==> config.mk <==
export PLATFORM = sky130hd
export DESIGN_NAME = riscv_fetch_ctrl
export DESIGN_NICKNAME = d
export VERILOG_FILES = /design/src/rtl/riscv_fetch_ctrl.sv
export SDC_FILE = /design/constraint.sdc
export NUM_CORES = 1
export LEC_CHECK = 0
export ABC_AREA = 1
export CORE_MARGIN = 4
export CORE_UTILIZATION = 49
export DETAILED_ROUTE_END_ITERATION = 12
export PLACE_DENSITY_LB_ADDON = 0.05
export SLEW_MARGIN = 20
export SYNTH_ARGS = -nofsm -noshare
export SYNTH_HDL_FRONTEND = slang
export SYNTH_SLANG_ARGS = --single-unit
==> constraint.sdc <==
create_clock -name clk_i -period 2.1 [get_ports clk_i]
set_input_delay 0.315 -clock clk_i [delete_from_list [all_inputs] [get_ports clk_i]]
set_output_delay 0.315 -clock clk_i [all_outputs]
set_load 0.05 [all_outputs]
==> src/rtl/riscv_fetch_ctrl.sv <==
// Instruction fetch controller: drives the ROM address, captures words into a
// single-entry valid/ready slot toward decode and reports fetch faults.
module riscv_fetch_ctrl #(
  parameter logic [63:0] RESET_PC = 64'h0
) (
  input  logic        clk_i,
  input  logic        rst_ni,
  input  logic        enable_i,
  output logic [63:0] mem_address_o,
  input  logic [31:0] mem_instruction_i,
  input  logic        mem_error_misaligned_i,
  input  logic        mem_error_invalid_address_i,
  input  logic        redirect_i,
  input  logic [63:0] redirect_pc_i,
  output logic [31:0] instr_o,
  output logic [63:0] pc_o,
  output logic        valid_o,
  input  logic        ready_i,
  output logic        fault_o,
  output logic [1:0]  fault_cause_o,
  output logic [63:0] fault_pc_o,
  output logic [31:0] fetch_count_o
);

  typedef enum logic [1:0] {
    IDLE  = 2'd0,
    RUN   = 2'd1,
    FAULT = 2'd2
  } state_e;

  state_e      state_q;
  logic [63:0] pc_q;

  logic accept;
  logic slot_free;
  logic rom_err;
  logic run_stop;
  logic run_hold;
  logic run_fault;
  logic run_fetch;

  assign mem_address_o = pc_q;

  assign accept    = valid_o & ready_i;
  assign slot_free = ~valid_o | ready_i;
  assign rom_err   = mem_error_misaligned_i
                   | mem_error_invalid_address_i;

  // ROM errors only matter when a word could actually be taken.
  assign run_stop  = ~enable_i;
  assign run_hold  = enable_i & ~slot_free;
  assign run_fault = enable_i & slot_free & rom_err;
  assign run_fetch = enable_i & slot_free & ~rom_err;

  always_ff @(posedge clk_i or negedge rst_ni) begin
    if (!rst_ni) begin
      state_q       <= IDLE;
      pc_q          <= RESET_PC;
      instr_o       <= '0;
      pc_o          <= '0;
      valid_o       <= 1'b0;
      fault_o       <= 1'b0;
      fault_cause_o <= '0;
      fault_pc_o    <= '0;
      fetch_count_o <= '0;
    end else begin
      // A handshake always retires, even alongside a redirect.
      if (accept) begin
        fetch_count_o <= fetch_count_o + 32'd1;
        valid_o       <= 1'b0;
      end

      if (redirect_i) begin
        pc_q          <= redirect_pc_i;
        valid_o       <= 1'b0;
        fault_o       <= 1'b0;
        fault_cause_o <= '0;
        state_q       <= enable_i ? RUN : IDLE;
      end else begin
        unique case (state_q)
          IDLE: begin
            if (enable_i) begin
              state_q <= RUN;
            end
          end
          RUN: begin
            unique case (1'b1)
              run_stop: begin
                state_q <= IDLE;
              end
              run_hold: begin
                state_q <= RUN;
              end
              run_fault: begin
                state_q       <= FAULT;
                fault_o       <= 1'b1;
                fault_pc_o    <= pc_q;
                fault_cause_o <= {mem_error_invalid_address_i,
                                  mem_error_misaligned_i};
              end
              run_fetch: begin
                instr_o <= mem_instruction_i;
                pc_o    <= pc_q;
                valid_o <= 1'b1;
                pc_q    <= pc_q + 64'd4;
              end
              default: begin
                state_q <= RUN;
              end
            endcase
          end
          FAULT: begin
            state_q <= FAULT;
          end
          default: begin
            state_q <= IDLE;
          end
        endcase
      end
    end
  end

endmodule

* Yosys cells after proc, flatten, opt, wreduce, memory -nomap -nowiden
Cells that the tools add are included.
** Storage, ports and cells
- Register bits after elaboration :: 262
- Bits of input ports :: 103
- Output and inout port bits :: 260
- Word-level logic and storage cells :: 52
** Operators by class
- $add $sub $neg :: 2
- Equal/unequal tests :: 4
- Muxes and demuxes :: 18
- Bitwise gates (word level) :: 10
- Reduce and logical (&&, ||, !) cells :: 9
** Operators with widths (number)
- $mux W64 :: 3
- $add A64 B3 Y64 const B :: 1
- $add A32 B1 Y32 const B :: 1
- $pmux W2 S3 :: 2
- $mux W2 :: 5
- $mux W1 :: 8
- $ne A3 B3 Y1 const B :: 2
- $reduce_and A2 Y1 :: 3
- $reduce_and A3 Y1 :: 2
- $reduce_bool A2 Y1 :: 3
- $and A1 B1 Y1 :: 4
- $not A1 Y1 :: 4
- $eq A2 B1 Y1 const B :: 1
- $eq A2 B2 Y1 const B :: 1
- $logic_not A2 Y1 :: 1
- $or A1 B1 Y1 :: 2

* Longest topological paths before layout
- Depth after elaboration :: 7
- Mapped depth :: 12
- Mapped depth without buffers :: 12

* Worst setup path after synthesis
OpenSTA, ideal clock, no wires.
- Path type :: flip-flop to flip-flop
- Start point :: register pc_q[2] (netlist: mem_address_o[2])
- End point :: register pc_q[46] (netlist: mem_address_o[46])
- Setup time :: 118 ps
- Arrival :: 1889 ps
- Required time :: 1982 ps
- Path slack :: 93 ps
- Stages on the path, launching flop included :: 13
- Buffers on the path :: 0
- Period minus slack after synthesis :: 2007 ps
- Path through :: dfrtp_1 ha_1 nand2_1 nor2_2 nand2_2 inv_2 nand2_1 nor2_1 nand2_1 nand2_1 nand3_1 nand2_1 nand2_1
** Between the ends
- Longest elaborated chain between the ends :: 4
** Ends and longest elaborated chain
- start: declaration :: line 32 : logic [63:0] pc_q;
- start signal: assignment :: line 74 : pc_q <= redirect_pc_i;
- start signal: assignment :: line 105 : pc_q <= pc_q + 64'd4;
- $add A64 B3 Y64 :: line 105
- $mux W64 :: line 87 : unique case (1'b1)
- $mux W64 :: line 80 : unique case (state_q)
- $mux W64 :: line 73 : if (redirect_i) begin
No other way between the ends. The select of a mux whose other input is x is not followed.
A chain may end at the register's enable or synchronous reset.

* Worst setup path in the final report
- Start point :: register fault_pc_o[6]
- End point :: output fault_pc_o[6]
** RTL lines
- start: declaration :: line 21 : output logic [63:0] fault_pc_o,
- start signal: assignment :: line 97 : fault_pc_o <= pc_q;
No word-level cell between the ends.

==> impl_metrics.xml <==
<?xml version="1.0" encoding="UTF-8"?>
<metrics>
  <group name="clock_network">
    <metric name="clk_latency" unit="ns">0.56</metric>
    <metric name="worst_setup_hold_path_clk_slew" unit="ns">0.06</metric>
    <metric name="clkSinkCount" unit="">262</metric>
    <metric name="cts-htree-levels" unit="">1</metric>
    <metric name="ctsLongestPathBuffers" unit="">3</metric>
    <metric name="post_cts_repair_setup_buffers" unit="">0</metric>
    <metric name="clock_root_buffer" unit="">clkbuf_16</metric>
    <metric name="tritoncts.num_buffers" unit="">29</metric>
    <metric name="tritoncts" unit="">yes</metric>
  </group>
  <group name="routing">
    <metric name="met2_length" unit="um">22300</metric>
    <metric name="post_drt_wl_per_cell" unit="um">18.9</metric>
    <metric name="highest-signal-layer" unit="">met4</metric>
    <metric name="met3WireLength" unit="um">3230</metric>
    <metric name="detail_route.iter0.violations" unit="">1046</metric>
    <metric name="finalWirelength" unit="um">46200</metric>
    <metric name="drt_first_pass_iters" unit="">5</metric>
    <metric name="viasPerCell" unit="">5.28</metric>
    <metric name="vias" unit="">12900</metric>
    <metric name="antenna_violating_nets_post_route" unit="">0</metric>
    <metric name="route.layer.met1.wl" unit="um">19100</metric>
    <metric name="drc" unit="">0</metric>
  </group>
  <group name="synthesis">
    <metric name="yosysTopAreaCell" unit="">dfrtp_1</metric>
    <metric name="post_synth_num_cell_types" unit="">41</metric>
    <metric name="yosysTopAreaCellShare" unit="">0.487</metric>
    <metric name="post_synth_xor_area_fraction" unit="">0.0176</metric>
    <metric name="share_of_the_synthesized_area_in_compound_gates_ao_oa_aoi_oai" unit="">0.100</metric>
    <metric name="yosys-top-cells-area" unit="">dfrtp_1 (49%), nand2_1 (15%), nor2_1 (6.1%)</metric>
    <metric name="yosys-mux-area-fraction" unit="">0.0351</metric>
    <metric name="syn_area" unit="mm2">0.0135</metric>
    <metric name="synth_fp_nets" unit="">1791</metric>
    <metric name="synth_warnings" unit="">0</metric>
    <metric name="seq_area_frac_synth" unit="">0.487</metric>
    <metric name="synth_top_family_by_area" unit="">simple AND/OR/NAND/NOR gates</metric>
    <metric name="synthesis.instances" unit="">1686</metric>
    <metric name="post_synth_fa_ha_maj_area_fraction" unit="">0.00186</metric>
    <metric name="synth_simple_gate_area_share" unit="">0.286</metric>
    <metric name="syn_avg_cell_area" unit="um2">7.99</metric>
    <metric name="synth.ff_latch_count" unit="">262</metric>
  </group>
  <group name="setup_path">
    <metric name="startpoint" unit="">fault_pc_o[6]</metric>
    <metric name="timing.critical_path.slowest_cell_delay" unit="ns">0.85</metric>
    <metric name="criticalPathCategory" unit="">register to primary output</metric>
    <metric name="crit_path_cell_trace" unit="">clkdlybuf4s50_1</metric>
    <metric name="crit_path_leading_delay_family" unit="">buffers and inverters</metric>
    <metric name="crit_path_max_fanout" unit="">2</metric>
    <metric name="worstReg2RegStart" unit="">mem_address_o[3]</metric>
    <metric name="cp.required" unit="ns">1.78</metric>
    <metric name="arrival" unit="ns">1.75</metric>
    <metric name="worstSetupStartpointType" unit="">register</metric>
    <metric name="rrSetupSlack" unit="ns">0.12</metric>
    <metric name="crit_slowest_cell" unit="">clkdlybuf4s50_1</metric>
    <metric name="crit_buf_inv" unit="">1</metric>
    <metric name="end_kind" unit="">primary output</metric>
  </group>
  <group name="global_route">
    <metric name="grt_max_degree" unit="">75</metric>
    <metric name="antenna_violations_before_repair" unit="">1</metric>
    <metric name="grt_util_all_layers" unit="">0.300</metric>
    <metric name="grt_overflow_total" unit="">0</metric>
    <metric name="grt_first_pass_wirelength" unit="um">73100</metric>
    <metric name="via_count_of_the_first_global_routing_pass" unit="">12900</metric>
  </group>
  <group name="hold_path">
    <metric name="worst_hold_path_type" unit="">input pin to asynchronous set/reset pin</metric>
  </group>
  <group name="pwr">
    <metric name="worst_ir_drop_vdd" unit="V">0.000739</metric>
    <metric name="psw" unit="W">0.00768</metric>
    <metric name="power.static_leakage" unit="nW">9.29</metric>
    <metric name="power_report.internal_total" unit="W">0.0114</metric>
    <metric name="power.density" unit="mW/mm2">1020</metric>
    <metric name="power.share.combinational" unit="">0.373</metric>
    <metric name="power_frac_seq" unit="">0.346</metric>
    <metric name="power.switching_fraction" unit="">0.402</metric>
    <metric name="clockPowerShare" unit="">0.281</metric>
    <metric name="totalPowerFinal" unit="W">0.0191</metric>
  </group>
  <group name="place">
    <metric name="place.gp.congestion" unit="">0.980</metric>
    <metric name="detailedPlacementHpwl" unit="um">35600</metric>
    <metric name="dp_cells" unit="">2388</metric>
    <metric name="port_buffers" unit="">362</metric>
  </group>
  <group name="flow_run">
    <metric name="drv_cap" unit="">0</metric>
  </group>
  <group name="layout">
    <metric name="most-common-layout-cells" unit="">nand2_1 (536), dfrtp_1 (262), clkdlybuf4s50_1 (251)</metric>
    <metric name="drive_gt1_frac" unit="">0.121</metric>
    <metric name="fin_nets" unit="">2184</metric>
    <metric name="area_delta_synth_final" unit="%">39.5</metric>
    <metric name="fillCellCount" unit="">2226</metric>
    <metric name="final_common_cell" unit="">nand2_1</metric>
    <metric name="instances_no_fill" unit="">2443</metric>
  </group>
  <group name="floorplan">
    <metric name="die_y_extent" unit="um">174</metric>
    <metric name="ioPinCount" unit="">363</metric>
    <metric name="floorplan.die.width" unit="um">174</metric>
    <metric name="design.core.area" unit="mm2">0.0270</metric>
    <metric name="die_area" unit="mm2">0.0302</metric>
    <metric name="placement_rows" unit="">60</metric>
    <metric name="initial_utilization" unit="">0.498</metric>
  </group>
  <group name="sta">
    <metric name="report.final.slew_viol_count" unit="">0</metric>
    <metric name="hold_viol_final" unit="">0</metric>
    <metric name="rsz0062_at_grt" unit="">no</metric>
    <metric name="worst_hold_slack" unit="ns">0.308</metric>
    <metric name="period_needed" unit="ns">2.06</metric>
    <metric name="timing.clock.skew" unit="ns">0.0143</metric>
    <metric name="timing.slew.headroom" unit="">0.594</metric>
    <metric name="number_of_endpoints_failing_setup_at_the_final_stage" unit="">0</metric>
    <metric name="post-route-period-util" unit="">0.982</metric>
    <metric name="fin_tns_setup" unit="ns">0</metric>
    <metric name="maxClockFrequency" unit="MHz">485</metric>
    <metric name="max_slew.worst_pin.slew" unit="ns">0.608</metric>
  </group>
  <group name="outcome">
    <metric name="outcome" unit="">complete, no violations</metric>
  </group>
</metrics>
-- routing by layer --
metal  vias to the layer above  GRT usage
met1                      6142      0.386
met5                         -          0
li1                       6179          -
met3                        96     0.0672
met2                       474      0.510
met4                         0     0.0907
-- area by class of cell --
cell class,count,area (um2),area share
Sequential cell,262,6560,0.349
Timing Repair Buffer,420,4210,0.224
Inverter,158,599,0.0319
Clock inverter,15,195,0.0104
Multi-Input combinational cell,1208,5960,0.318
Tap cell,341,427,0.0227
Antenna cell,1,2.50,0.000133
Clock buffer,38,820,0.0436
-- cells in the mapped netlist, drive strengths merged --
master,instances
nor3,18
dfrtp,262
clkbuf,16
a21boi,3
o31ai,1
a31oi,4
o21ai,177
inv,157
a22oi,1
nand3b,2
clkinv,1
ha,2
o22ai,7
nand4,21
o211ai,11
xnor2,6
nand2,549
buf,42
nand3,87
a21oi,22
o21bai,4
xor2,21
nor2,240
mux2,32
-- stage by stage --
step | utilization | area (um2) | setup WS (ns)
floorplan | - | 13500 | 0.0931
global placement | 0.658 | 17800 | 0.0617
detailed placement | 0.658 | 17800 | 0.0238
CTS | 0.692 | 18700 | 0.000494
global route | 0.695 | 18800 | 0.00196
finish | 0.695 | 18800 | 0.0375
-- sequential cells by signal, indices dropped and copies added (netlist names) --
signal	flops
fetch_count_o	32
state_q	2
fault_pc_o	64
pc_o	64
mem_address_o	64
instr_o	32
valid_o	1
fault_cause_o	2
fault_o	1
-- worst paths after layout --
kind | cells past startpoint | end
min in group clk_i | 3 | mem_address_o[1]
hold / removal | 2 | fetch_count_o[17]
setup reg to reg | 10 | mem_address_o[28]
hold reg to reg | 1 | state_q[1]
setup / recovery | 1 | fault_pc_o[6]
max in group asynchronous | 3 | mem_address_o[30]
-- cell families (layout without fill, tap and decap cells) --
kind of cell | Yosys count | in the layout
AO/OA/AOI/OAI | 230 | 230
XOR/XNOR | 27 | 27
adder cells (fa/ha/maj) | 2 | 2
buffers and inverters | 216 | 631
flip-flops | 262 | 262
multiplexers | 32 | 32
other | 0 | 1
AND/OR/NAND/NOR | 917 | 917
-- power groups by stage --
stage,Combinational [W],Sequential [W],Clock (W)
after floorplan,0.00148,0.00965,0
after global placement,0.00715,0.00668,0
after CTS,0.00718,0.00660,0.00544
after detailed placement,0.00725,0.00668,0
after global routing,0.00750,0.00672,0.00566
final,0.00713,0.00661,0.00536
-- repair_timing --
item	CTS	global route
hold endpoints to repair	52	0
gates resized for setup	66	24
setup endpoints to repair	66	26
hold buffers	1	0
(Power assumes the default switching activity.)
